## src/rtl/decode_if.sv

```systemverilog
// Decode-stage bus: fetch-side inputs, register-file read port and registered decode outputs.
// The slave modport is the decode stage; the master side drives instructions and reads results.
interface decode_if;
  logic [31:0] pc_in;
  logic [31:0] next_pc_in;
  logic [31:0] instruction_in;
  logic        valid_in;
  logic        stall;
  logic        invalidate;

  logic [4:0]  rs1_address;
  logic [4:0]  rs2_address;
  logic [31:0] rs1_data;
  logic [31:0] rs2_data;

  logic [31:0] pc_out;
  logic [31:0] next_pc_out;
  logic [31:0] rs1_data_out;
  logic [31:0] rs2_data_out;
  logic [31:0] imm_out;
  logic [4:0]  rd_address_out;
  logic [4:0]  rs1_address_out;
  logic [4:0]  rs2_address_out;
  logic [4:0]  alu_function_out;
  logic [1:0]  alu_select_a_out;
  logic        alu_select_b_out;
  logic [2:0]  funct3_out;
  logic        load_out;
  logic        store_out;
  logic        branch_out;
  logic        jump_out;
  logic        csr_out;
  logic        ecall_out;
  logic        ebreak_out;
  logic        mret_out;
  logic        illegal_out;
  logic        valid_out;

  modport slave (
    input  pc_in, next_pc_in, instruction_in, valid_in, stall, invalidate, rs1_data, rs2_data,
    output rs1_address, rs2_address,
    output pc_out, next_pc_out, rs1_data_out, rs2_data_out, imm_out,
    output rd_address_out, rs1_address_out, rs2_address_out,
    output alu_function_out, alu_select_a_out, alu_select_b_out, funct3_out,
    output load_out, store_out, branch_out, jump_out, csr_out,
    output ecall_out, ebreak_out, mret_out, illegal_out, valid_out
  );

  modport master (
    output pc_in, next_pc_in, instruction_in, valid_in, stall, invalidate, rs1_data, rs2_data,
    input  rs1_address, rs2_address,
    input  pc_out, next_pc_out, rs1_data_out, rs2_data_out, imm_out,
    input  rd_address_out, rs1_address_out, rs2_address_out,
    input  alu_function_out, alu_select_a_out, alu_select_b_out, funct3_out,
    input  load_out, store_out, branch_out, jump_out, csr_out,
    input  ecall_out, ebreak_out, mret_out, illegal_out, valid_out
  );
endinterface

```

## src/rtl/decode.sv

```systemverilog
// RV32I decode stage with one registered cycle of latency, stall/invalidate control.
// Define DECODE_RV32M_EN to decode the M-extension (MUL..REMU) instead of trapping it as illegal.
module decode (
  input  logic    clk,
  input  logic    reset,
  decode_if.slave bus
);

  localparam logic [6:0] OpLoad   = 7'b0000011;
  localparam logic [6:0] OpMisc   = 7'b0001111;
  localparam logic [6:0] OpImm    = 7'b0010011;
  localparam logic [6:0] OpAuipc  = 7'b0010111;
  localparam logic [6:0] OpStore  = 7'b0100011;
  localparam logic [6:0] OpOp     = 7'b0110011;
  localparam logic [6:0] OpLui    = 7'b0110111;
  localparam logic [6:0] OpBranch = 7'b1100011;
  localparam logic [6:0] OpJalr   = 7'b1100111;
  localparam logic [6:0] OpJal    = 7'b1101111;
  localparam logic [6:0] OpSystem = 7'b1110011;

  localparam logic [4:0] AluAdd  = 5'd0;
  localparam logic [4:0] AluSub  = 5'd1;
  localparam logic [4:0] AluSll  = 5'd2;
  localparam logic [4:0] AluSlt  = 5'd3;
  localparam logic [4:0] AluSltu = 5'd4;
  localparam logic [4:0] AluXor  = 5'd5;
  localparam logic [4:0] AluSrl  = 5'd6;
  localparam logic [4:0] AluSra  = 5'd7;
  localparam logic [4:0] AluOr   = 5'd8;
  localparam logic [4:0] AluAnd  = 5'd9;

  localparam logic [1:0] SelRs1  = 2'd0;
  localparam logic [1:0] SelPc   = 2'd1;
  localparam logic [1:0] SelZero = 2'd2;

  typedef struct packed {
    logic [31:0] pc;
    logic [31:0] next_pc;
    logic [31:0] rs1_data;
    logic [31:0] rs2_data;
    logic [31:0] imm;
    logic [4:0]  rd;
    logic [4:0]  rs1;
    logic [4:0]  rs2;
    logic [4:0]  alu;
    logic [1:0]  sel_a;
    logic        sel_b;
    logic [2:0]  funct3;
    logic        load;
    logic        store;
    logic        branch;
    logic        jump;
    logic        csr;
    logic        ecall;
    logic        ebreak;
    logic        mret;
    logic        illegal;
  } ctrl_t;

  ctrl_t       dec;
  ctrl_t       ctrl_d, ctrl_q;
  logic        valid_d, valid_q;

  logic [31:0] instr;
  logic [6:0]  opcode;
  logic [2:0]  funct3;
  logic [6:0]  funct7;
  logic [31:0] imm_i, imm_s, imm_b, imm_u, imm_j;

  assign instr  = bus.instruction_in;
  assign opcode = instr[6:0];
  assign funct3 = instr[14:12];
  assign funct7 = instr[31:25];

  assign imm_i = {{20{instr[31]}}, instr[31:20]};
  assign imm_s = {{20{instr[31]}}, instr[31:25], instr[11:7]};
  assign imm_b = {{19{instr[31]}}, instr[31], instr[7], instr[30:25], instr[11:8], 1'b0};
  assign imm_u = {instr[31:12], 12'd0};
  assign imm_j = {{11{instr[31]}}, instr[31], instr[19:12], instr[20], instr[30:21], 1'b0};

  assign bus.rs1_address = instr[19:15];
  assign bus.rs2_address = instr[24:20];

  // alt selects SUB/SRA over ADD/SRL; it has no effect on the other funct3 codes.
  function automatic logic [4:0] alu_base(input logic [2:0] f3, input logic alt);
    logic [4:0] fn;
    case (f3)
      3'b000:  fn = alt ? AluSub : AluAdd;
      3'b001:  fn = AluSll;
      3'b010:  fn = AluSlt;
      3'b011:  fn = AluSltu;
      3'b100:  fn = AluXor;
      3'b101:  fn = alt ? AluSra : AluSrl;
      3'b110:  fn = AluOr;
      default: fn = AluAnd;
    endcase
    return fn;
  endfunction

  always_comb begin
    dec          = '0;
    dec.pc       = bus.pc_in;
    dec.next_pc  = bus.next_pc_in;
    dec.rs1_data = bus.rs1_data;
    dec.rs2_data = bus.rs2_data;
    dec.rs1      = instr[19:15];
    dec.rs2      = instr[24:20];
    dec.rd       = instr[11:7];
    dec.funct3   = funct3;
    dec.alu      = AluAdd;
    dec.sel_a    = SelRs1;

    if (instr[1:0] != 2'b11) begin
      dec.illegal = 1'b1;
    end else begin
      case (opcode)
        OpLui: begin
          dec.sel_a = SelZero;
          dec.sel_b = 1'b1;
          dec.imm   = imm_u;
        end
        OpAuipc: begin
          dec.sel_a = SelPc;
          dec.sel_b = 1'b1;
          dec.imm   = imm_u;
        end
        OpJal: begin
          dec.jump  = 1'b1;
          dec.sel_a = SelPc;
          dec.sel_b = 1'b1;
          dec.imm   = imm_j;
        end
        OpJalr: begin
          dec.jump  = 1'b1;
          dec.sel_b = 1'b1;
          dec.imm   = imm_i;
        end
        OpBranch: begin
          dec.branch = 1'b1;
          dec.rd     = '0;
          dec.alu    = AluSub;
          dec.imm    = imm_b;
        end
        OpLoad: begin
          dec.load  = 1'b1;
          dec.sel_b = 1'b1;
          dec.imm   = imm_i;
        end
        OpStore: begin
          dec.store = 1'b1;
          dec.rd    = '0;
          dec.sel_b = 1'b1;
          dec.imm   = imm_s;
        end
        OpImm: begin
          dec.sel_b = 1'b1;
          dec.imm   = imm_i;
          dec.alu   = alu_base(funct3, 1'b0);
          if (funct3 == 3'b001 && funct7 != 7'b0000000) begin
            dec.illegal = 1'b1;
          end else if (funct3 == 3'b101) begin
            if (funct7 == 7'b0100000)      dec.alu     = AluSra;
            else if (funct7 != 7'b0000000) dec.illegal = 1'b1;
          end
        end
        OpOp: begin
          case (funct7)
            7'b0000000: dec.alu = alu_base(funct3, 1'b0);
            7'b0100000: begin
              if (funct3 == 3'b000 || funct3 == 3'b101) dec.alu = alu_base(funct3, 1'b1);
              else                                      dec.illegal = 1'b1;
            end
`ifdef DECODE_RV32M_EN
            7'b0000001: dec.alu = {2'b10, funct3};
`endif
            default:    dec.illegal = 1'b1;
          endcase
        end
        OpMisc: begin
          // FENCE / FENCE.I: no ordering to enforce in this pipeline, so retire as a NOP.
          dec.rd  = '0;
          dec.imm = imm_i;
        end
        OpSystem: begin
          dec.imm = imm_i;
          if (instr == 32'h0000_0073)                     dec.ecall   = 1'b1;
          else if (instr == 32'h0010_0073)                dec.ebreak  = 1'b1;
          else if (instr == 32'h3020_0073)                dec.mret    = 1'b1;
          else if (instr == 32'h1050_0073)                dec.rd      = '0;
          else if (funct3 != 3'b000 && funct3 != 3'b100)  dec.csr     = 1'b1;
          else                                            dec.illegal = 1'b1;
        end
        default: dec.illegal = 1'b1;
      endcase
    end

    if (dec.illegal) begin
      dec.load   = 1'b0;
      dec.store  = 1'b0;
      dec.branch = 1'b0;
      dec.jump   = 1'b0;
      dec.csr    = 1'b0;
      dec.ecall  = 1'b0;
      dec.ebreak = 1'b0;
      dec.mret   = 1'b0;
      dec.rd     = '0;
    end
  end

  // Stall holds everything; a bubble only needs valid and the class flags cleared.
  always_comb begin
    ctrl_d  = ctrl_q;
    valid_d = valid_q;
    if (!bus.stall) begin
      if (bus.invalidate || !bus.valid_in) begin
        valid_d        = 1'b0;
        ctrl_d.load    = 1'b0;
        ctrl_d.store   = 1'b0;
        ctrl_d.branch  = 1'b0;
        ctrl_d.jump    = 1'b0;
        ctrl_d.csr     = 1'b0;
        ctrl_d.ecall   = 1'b0;
        ctrl_d.ebreak  = 1'b0;
        ctrl_d.mret    = 1'b0;
        ctrl_d.illegal = 1'b0;
      end else begin
        ctrl_d  = dec;
        valid_d = 1'b1;
      end
    end
  end

  always_ff @(posedge clk or posedge reset) begin
    if (reset) begin
      ctrl_q  <= '0;
      valid_q <= 1'b0;
    end else begin
      ctrl_q  <= ctrl_d;
      valid_q <= valid_d;
    end
  end

  assign bus.pc_out           = ctrl_q.pc;
  assign bus.next_pc_out      = ctrl_q.next_pc;
  assign bus.rs1_data_out     = ctrl_q.rs1_data;
  assign bus.rs2_data_out     = ctrl_q.rs2_data;
  assign bus.imm_out          = ctrl_q.imm;
  assign bus.rd_address_out   = ctrl_q.rd;
  assign bus.rs1_address_out  = ctrl_q.rs1;
  assign bus.rs2_address_out  = ctrl_q.rs2;
  assign bus.alu_function_out = ctrl_q.alu;
  assign bus.alu_select_a_out = ctrl_q.sel_a;
  assign bus.alu_select_b_out = ctrl_q.sel_b;
  assign bus.funct3_out       = ctrl_q.funct3;
  assign bus.load_out         = ctrl_q.load;
  assign bus.store_out        = ctrl_q.store;
  assign bus.branch_out       = ctrl_q.branch;
  assign bus.jump_out         = ctrl_q.jump;
  assign bus.csr_out          = ctrl_q.csr;
  assign bus.ecall_out        = ctrl_q.ecall;
  assign bus.ebreak_out       = ctrl_q.ebreak;
  assign bus.mret_out         = ctrl_q.mret;
  assign bus.illegal_out      = ctrl_q.illegal;
  assign bus.valid_out        = valid_q;

endmodule

```

## src/flat_wrapper.sv

```systemverilog
// flat-port wrapper written by rule: the top's interface ports become plain ports
module decode_flat 
  (clk, reset, bus_pc_in, bus_next_pc_in, bus_instruction_in, bus_valid_in, bus_stall, bus_invalidate, bus_rs1_data, bus_rs2_data, bus_rs1_address, bus_rs2_address, bus_pc_out, bus_next_pc_out, bus_rs1_data_out, bus_rs2_data_out, bus_imm_out, bus_rd_address_out, bus_rs1_address_out, bus_rs2_address_out, bus_alu_function_out, bus_alu_select_a_out, bus_alu_select_b_out, bus_funct3_out, bus_load_out, bus_store_out, bus_branch_out, bus_jump_out, bus_csr_out, bus_ecall_out, bus_ebreak_out, bus_mret_out, bus_illegal_out, bus_valid_out);
  decode_if bus_i ();
  input  logic clk;
  input  logic reset;
  input wire logic [$bits(bus_i.pc_in)-1:0] bus_pc_in;
  input wire logic [$bits(bus_i.next_pc_in)-1:0] bus_next_pc_in;
  input wire logic [$bits(bus_i.instruction_in)-1:0] bus_instruction_in;
  input wire logic [$bits(bus_i.valid_in)-1:0] bus_valid_in;
  input wire logic [$bits(bus_i.stall)-1:0] bus_stall;
  input wire logic [$bits(bus_i.invalidate)-1:0] bus_invalidate;
  input wire logic [$bits(bus_i.rs1_data)-1:0] bus_rs1_data;
  input wire logic [$bits(bus_i.rs2_data)-1:0] bus_rs2_data;
  output wire logic [$bits(bus_i.rs1_address)-1:0] bus_rs1_address;
  output wire logic [$bits(bus_i.rs2_address)-1:0] bus_rs2_address;
  output wire logic [$bits(bus_i.pc_out)-1:0] bus_pc_out;
  output wire logic [$bits(bus_i.next_pc_out)-1:0] bus_next_pc_out;
  output wire logic [$bits(bus_i.rs1_data_out)-1:0] bus_rs1_data_out;
  output wire logic [$bits(bus_i.rs2_data_out)-1:0] bus_rs2_data_out;
  output wire logic [$bits(bus_i.imm_out)-1:0] bus_imm_out;
  output wire logic [$bits(bus_i.rd_address_out)-1:0] bus_rd_address_out;
  output wire logic [$bits(bus_i.rs1_address_out)-1:0] bus_rs1_address_out;
  output wire logic [$bits(bus_i.rs2_address_out)-1:0] bus_rs2_address_out;
  output wire logic [$bits(bus_i.alu_function_out)-1:0] bus_alu_function_out;
  output wire logic [$bits(bus_i.alu_select_a_out)-1:0] bus_alu_select_a_out;
  output wire logic [$bits(bus_i.alu_select_b_out)-1:0] bus_alu_select_b_out;
  output wire logic [$bits(bus_i.funct3_out)-1:0] bus_funct3_out;
  output wire logic [$bits(bus_i.load_out)-1:0] bus_load_out;
  output wire logic [$bits(bus_i.store_out)-1:0] bus_store_out;
  output wire logic [$bits(bus_i.branch_out)-1:0] bus_branch_out;
  output wire logic [$bits(bus_i.jump_out)-1:0] bus_jump_out;
  output wire logic [$bits(bus_i.csr_out)-1:0] bus_csr_out;
  output wire logic [$bits(bus_i.ecall_out)-1:0] bus_ecall_out;
  output wire logic [$bits(bus_i.ebreak_out)-1:0] bus_ebreak_out;
  output wire logic [$bits(bus_i.mret_out)-1:0] bus_mret_out;
  output wire logic [$bits(bus_i.illegal_out)-1:0] bus_illegal_out;
  output wire logic [$bits(bus_i.valid_out)-1:0] bus_valid_out;
  assign bus_i.pc_in = bus_pc_in;
  assign bus_i.next_pc_in = bus_next_pc_in;
  assign bus_i.instruction_in = bus_instruction_in;
  assign bus_i.valid_in = bus_valid_in;
  assign bus_i.stall = bus_stall;
  assign bus_i.invalidate = bus_invalidate;
  assign bus_i.rs1_data = bus_rs1_data;
  assign bus_i.rs2_data = bus_rs2_data;
  assign bus_rs1_address = bus_i.rs1_address;
  assign bus_rs2_address = bus_i.rs2_address;
  assign bus_pc_out = bus_i.pc_out;
  assign bus_next_pc_out = bus_i.next_pc_out;
  assign bus_rs1_data_out = bus_i.rs1_data_out;
  assign bus_rs2_data_out = bus_i.rs2_data_out;
  assign bus_imm_out = bus_i.imm_out;
  assign bus_rd_address_out = bus_i.rd_address_out;
  assign bus_rs1_address_out = bus_i.rs1_address_out;
  assign bus_rs2_address_out = bus_i.rs2_address_out;
  assign bus_alu_function_out = bus_i.alu_function_out;
  assign bus_alu_select_a_out = bus_i.alu_select_a_out;
  assign bus_alu_select_b_out = bus_i.alu_select_b_out;
  assign bus_funct3_out = bus_i.funct3_out;
  assign bus_load_out = bus_i.load_out;
  assign bus_store_out = bus_i.store_out;
  assign bus_branch_out = bus_i.branch_out;
  assign bus_jump_out = bus_i.jump_out;
  assign bus_csr_out = bus_i.csr_out;
  assign bus_ecall_out = bus_i.ecall_out;
  assign bus_ebreak_out = bus_i.ebreak_out;
  assign bus_mret_out = bus_i.mret_out;
  assign bus_illegal_out = bus_i.illegal_out;
  assign bus_valid_out = bus_i.valid_out;
  decode u_core (.clk(clk), .reset(reset), .bus(bus_i));
endmodule
```

## config.mk

```make
export PLATFORM = sky130hd
export DESIGN_NAME = decode_flat
export DESIGN_NICKNAME = d
export VERILOG_FILES = /design/src/rtl/decode_if.sv /design/src/rtl/decode.sv /design/src/flat_wrapper.sv
export SDC_FILE = /design/constraint.sdc
export NUM_CORES = 1
export LEC_CHECK = 0
export ABC_AREA = 1
export BUFFER_PORTS_ARGS = -buffer_cell sky130_fd_sc_hd__buf_4
export CELL_PAD_IN_SITES_DETAIL_PLACEMENT = 1
export CELL_PAD_IN_SITES_GLOBAL_PLACEMENT = 1
export CORE_MARGIN = 3
export CORE_UTILIZATION = 36
export CTS_CLUSTER_DIAMETER = 80
export DETAILED_ROUTE_END_ITERATION = 8
export PLACE_DENSITY = 0.85
export SYNTH_ARGS = -nofsm -noshare
export SYNTH_HDL_FRONTEND = slang
export SYNTH_SLANG_ARGS = --single-unit
```

## constraint.sdc

```tcl
create_clock -name clk -period 11.25 [get_ports clk]
set_clock_uncertainty 0.15 [all_clocks]
set_input_delay 0.5625 -clock clk [delete_from_list [all_inputs] [get_ports clk]]
set_output_delay 0.5625 -clock clk [all_outputs]
set_load 0.1 [all_outputs]
```

* After elaboration in Yosys (flattened, before gate mapping) *
Cells that the tools add are included.

operators by class
  bitwise gates (word level) = 2
  reduce and logical (&&, ||, !) cells = 17
  equal/unequal tests = 24
  mux-type cells = 49

operators by type and width
  kind                    number
  $pmux W32 S5            1
  $pmux W4 S7             2
  $mux W37                1
  $mux W5                 7
  $eq A32 B21 Y1 const B  1
  $eq A32 B29 Y1 const B  1
  $eq A32 B30 Y1 const B  1
  $eq A32 B7 Y1 const B   1
  $eq A7 B6 Y1 const B    4
  $eq A7 B7 Y1 const B    4
  $mux W8                 3
  $mux W1                 23
  $pmux W5 S2             2
  $pmux W5 S3             1
  $eq A7 B5 Y1 const B    2
  $mux W4                 3
  $eq A3 B3 Y1 const B    3
  $mux W9                 1
  $reduce_or A8 Y1        1
  $eq A7 B2 Y1 const B    1
  $eq A7 B4 Y1 const B    1
  $logic_not A7 Y1        1
  $reduce_bool A7 Y1      1
  $reduce_or A7 Y1        1
  19 further kinds        25

storage, ports and cells
  flip-flop bits (word level) = 196
  input bits = 165

* Logic depth before layout (Yosys ltp) *
  depth after elaboration = 11
  gate-level depth with buffers = 13

* Worst setup path before layout *
Ideal clock, no wire load.

  path kind = input port to flip-flop
  start point = input port bus_instruction_in[5]
  end point = register u_core.ctrl_q, in the netlist u_core.bus.imm_out[25]
  slack = 9.427 ns
  cell stages on the path = 13
  arrival time = 1.551 ns
  setup time = 0.122 ns
  path buffers = 1
  cell sequence = inv_2 -> nor2_4 -> nand2_2 -> inv_2 -> nand2_2 -> nand2_2 -> nor2_4 -> nand2_4 -> nor2_4 -> nor2_4 -> nand2_2 -> buf_6 -> nand2_2

between the ends
  word-level cells in the longest chain between the ends = 4
  elaborated cells between the ends (all ways) = 14

ends and longest elaborated chain
  item                                                            line               text
  start, declared                                                 flat_wrapper.sv:9  input wire logic [$bits(bus_i.instruction_in)-1:0] bus_instruction_in;
  $eq A7 B7 Y1 (tied with other cells)                            decode.sv:116      case (opcode)
  $reduce_or A5 Y1 (no line) or $reduce_or A2 Y1 (tied branches)  n/a
  $pmux W32 S5 *                                                  decode.sv:116
  $mux W37 *                                                      decode.sv:113      if (instr[1:0] != 2'b11) begin
  end signal, assigned                                            decode.sv:238      ctrl_q <= ctrl_d;
  end, declared                                                   decode.sv:61       ctrl_t ctrl_d, ctrl_q;

Mark *: on every way between the ends. The rest lies on a longest branch, timed or not.
A chain may end at the register's enable or synchronous reset.

* Worst setup path after layout *
  start point = input port bus_invalidate
  end point = register u_core.ctrl_q, in the netlist u_core.bus.rs2_data_out[25]

between the ends
  word-level cells in the longest chain between the ends = 3

ends and longest elaborated chain
  item                         line                text
  start, declared              flat_wrapper.sv:12  input wire logic [$bits(bus_i.invalidate)-1:0] bus_invalidate;
  $logic_or A1 B1 Y1           decode.sv:215       if (bus.invalidate || !bus.valid_in) begin
  $not A1 Y1 (no line)         n/a
  $reduce_and A2 Y1 (no line)  n/a

Every way passes these cells.

==> reports/results.ini <==
[pwr]
p_comb_frac = 0.406
p_sw_frac = 0.4764
power.density_mw_per_mm2 = 209.4
power.share.clock = 0.256
leakagePower_uw = 0.006716
p_seq_frac = 0.339
vdd_drop_max_mv = 0.1022
internal_power_uw = 1295
p_switching_uw = 1178

[timing]
finalCriticalPeriod_ns = 2.721
finalSetupTns_ns = 0
relSlewSlack = 0.3695
setup_viol = 0
whs_ns = 0.1634
tightest_slew_ns = 0.9457
slew_violations = 0
rsz0062_at_grt = false
period_share = 0.2419
fmax_mhz = 367.5
hold_violations = 0

[clock_network]
cts_buffers = 17
cts_tree = built
ctsResizeCount = 0
cts_setup_buffers = 0
root_buffer = clkbuf_16
cts_sinks = 195
clock_latency_ns = 0.43
cts_buffer_depth = 2
htreeDepth = 4
ctsHoldBuffers = 0
clk_pin_slew_ns = 0.08

[synth]
netlist_instances = 1012
synth-seq-cells = 195
post_synth.cell_area_avg_um2 = 8.193
syn_nets = 1177
synth_area_mm2 = 0.008292
synth_warnings = 0
yosysUniqueCellTypes = 31
yosysSeqAreaShare = 0.5885

[route]
wl_per_cell_um = 19.19
drc_errors = 0
drt_pass1_iterations = 4
viasPerCell = 4.823
detailroute.via_count = 7929
ant_nets = 0
drt-total-wl_um = 31560
wirelength_met1_um = 12140
dr_wl_met3_um = 2121
initialDrtViolationCount = 420
met2WireLength_um = 15960
maxUsedRoutingLayer = met4

[setup_path]
crit_arrival_ns = 2.93
cp_slowest_stage_delay_ns = 0.81
required_ns = 11.46
startpoint_type = primary input
cpMaxStageDelayCell = buf_4
crit_type = primary input to flip-flop
crit_chain = buf_4 > nor2_1 > nand2_4 > inv_4 > buf_4 > nand2_1 > nand2_1
endpoint_kind = flip-flop
cp_max_fo = 87

[global_routing]
antenna_found_initial = 0
grt_usage = 0.2454
grt_pass1_wl_um = 47260
grt_max_degree = 135
overflow = 0
grt_pass1_vias = 8586

[final_layout]
nNetsFinal = 1517
n_antenna_cell = 0
register_area_mm2 = 0.004880
mostFrequentLayoutCells = nand2_1, buf_4, dfrtp_1, nor2_1, o21ai_0
area_delta_synth_final_pct = 42.46
nFillCells = 2735
mostFrequentLayoutCell = nand2_1
final_layout_size_suffix_gt1_frac = 0.3233
multi_input_area_mm2 = 0.002977

[place]
gp_congestion = 0.8517
dpl.hpwl_um = 23770
numPortBuffers = 369

[floorplanning]
start_util = 0.3730
coreArea_mm2 = 0.02223
dieArea_mm2 = 0.02489
io_pins = 371
die_h_um = 157.8
rows = 54
die_width_um = 157.8

[run_status]
status = finished clean

[flow_run]
cap_viol_max_count = 0

[worst_hold_path]
hp-class = primary input to flip-flop

==> state kept, by name, indices dropped and copies added (netlist names) <==
name,count
u_core.bus.valid_out,1
u_core.bus.next_pc_out,32
u_core.bus.rs1_address_out,5
u_core.bus.imm_out,32
u_core.bus.jump_out,1
u_core.bus.alu_function_out,4
u_core.bus.illegal_out,1
u_core.bus.rs2_data_out,32
u_core.bus.alu_select_b_out,1
u_core.bus.store_out,1
u_core.bus.funct3_out,3
u_core.bus.rs1_data_out,32
u_core.bus.ebreak_out,1
u_core.bus.rs2_address_out,5
u_core.bus.mret_out,1
u_core.bus.rd_address_out,5
u_core.bus.csr_out,1
u_core.bus.pc_out,32
u_core.bus.branch_out,1
u_core.bus.load_out,1
u_core.bus.alu_select_a_out,2
u_core.bus.ecall_out,1
==> power by group through the flow <==
stage	combinational [uW]	sequential, uW	clock, uW
finish	1000	838	633
global route	1040	848	674
CTS	1010	837	645
detailed placement	1010	848	0
global placement	995	844	0
floorplan	124	1470	0
==> path summary, 6_finish.rpt <==
kind                                                             start                                 endpoint  slack [ns]  depth (start not counted)
worst max-delay path                                    bus_invalidate  u_core.bus.rs2_data_out[25]$_DFFE_PP0P_        8.53                          7
worst min register to register  u_core.bus.next_pc_out[20]$_DFFE_PP0P_   u_core.bus.next_pc_out[20]$_DFFE_PP0P_        0.33                          2
min in group asynchronous                                        reset  u_core.bus.rs2_data_out[26]$_DFFE_PP0P_        0.18                          2
worst min-delay path                                     bus_pc_in[15]        u_core.bus.pc_out[15]$_DFFE_PP0P_        0.16                          3
worst max register to register      u_core.bus.imm_out[23]$_DFFE_PP0P_       u_core.bus.imm_out[23]$_DFFE_PP0P_       10.29                          4
max in group asynchronous                                        reset          u_core.bus.mret_out$_DFFE_PP0N_        9.34                          3
==> area by class of cell <==
cell class,instances,share of cell area
Clock buffer,17,0.03601
Clock inverter,14,0.01578
Inverter,49,0.01642
Multi-Input combinational cell,716,0.2520
Sequential cell,195,0.4131
Tap cell,280,0.02966
Timing Repair Buffer,373,0.2371
==> cells by family (layout without fill, tap and decap cells) <==
group                  after synthesis  after routing  share of synthesized area
AND/OR/NAND/NOR                    649            649                     0.3122
flip-flops                         195            195                     0.5885
buffers and inverters              101            453                    0.05342
AO/OA/AOI/OAI                       66             66                    0.04542
other                                1              1                  0.0004523
==> critical path, delay by kind of cell <==
kind                   cells  cell delay [ns]
buffers and inverters      3             1.55
AND/OR/NAND/NOR            4             0.78
==> through the flow <==
stage | area [um2] | setup WS, ns | power, uW | utilization | cells
after floorplan | 8292 | 5.225 | 1591 | - | 1012
after global placement | 11200 | 8.159 | 1840 | 0.5039 | 1613
after detailed placement | 11200 | 8.099 | 1856 | 0.5039 | 1613
after CTS | 11810 | 8.525 | 2493 | 0.5314 | 1644
after global routing | 11810 | 8.367 | 2560 | 0.5314 | 1644
final | 11810 | 8.529 | 2474 | 0.5314 | 1644
==> cell usage after synthesis <==
master	number	share of area
buf_2	12	0.0072
o22ai_1	2	0.0015
buf_6	1	0.0014
o21ai_2	1	0.0011
o21ai_1	1	0.00060
nand3_2	1	0.0012
nand3_1	13	0.0078
inv_2	4	0.0018
inv_1	43	0.019
nor2_4	6	0.0081
nand2_2	18	0.014
a21o_1	2	0.0018
a21boi_0	1	0.00091
clkbuf_1	28	0.013
nor2_1	53	0.024
nand2_1	544	0.25
a22oi_1	6	0.0054
a21oi_1	1	0.00060
a32o_1	2	0.0024
conb_1	1	0.00045
dfrtp_1	195	0.59
clkinv_1	2	0.00091
nand2_4	1	0.0014
nor2_2	2	0.0015
or2_2	1	0.00075
buf_4	11	0.010
o2111ai_1	1	0.0011
a22o_1	1	0.0011
nor4_1	2	0.0015
nand4_1	8	0.0060
o21ai_0	48	0.029
==> per-layer routing <==
metal / vias to the layer above / global-route usage
met3: 65 / 0.06124
met2: 260 / 0.4250
met1: 3845 / 0.2914
met5: - / 0
met4: 0 / 0.1025
li1: 3759 / -
No activity file was read; power rests on OpenSTA's default activity.
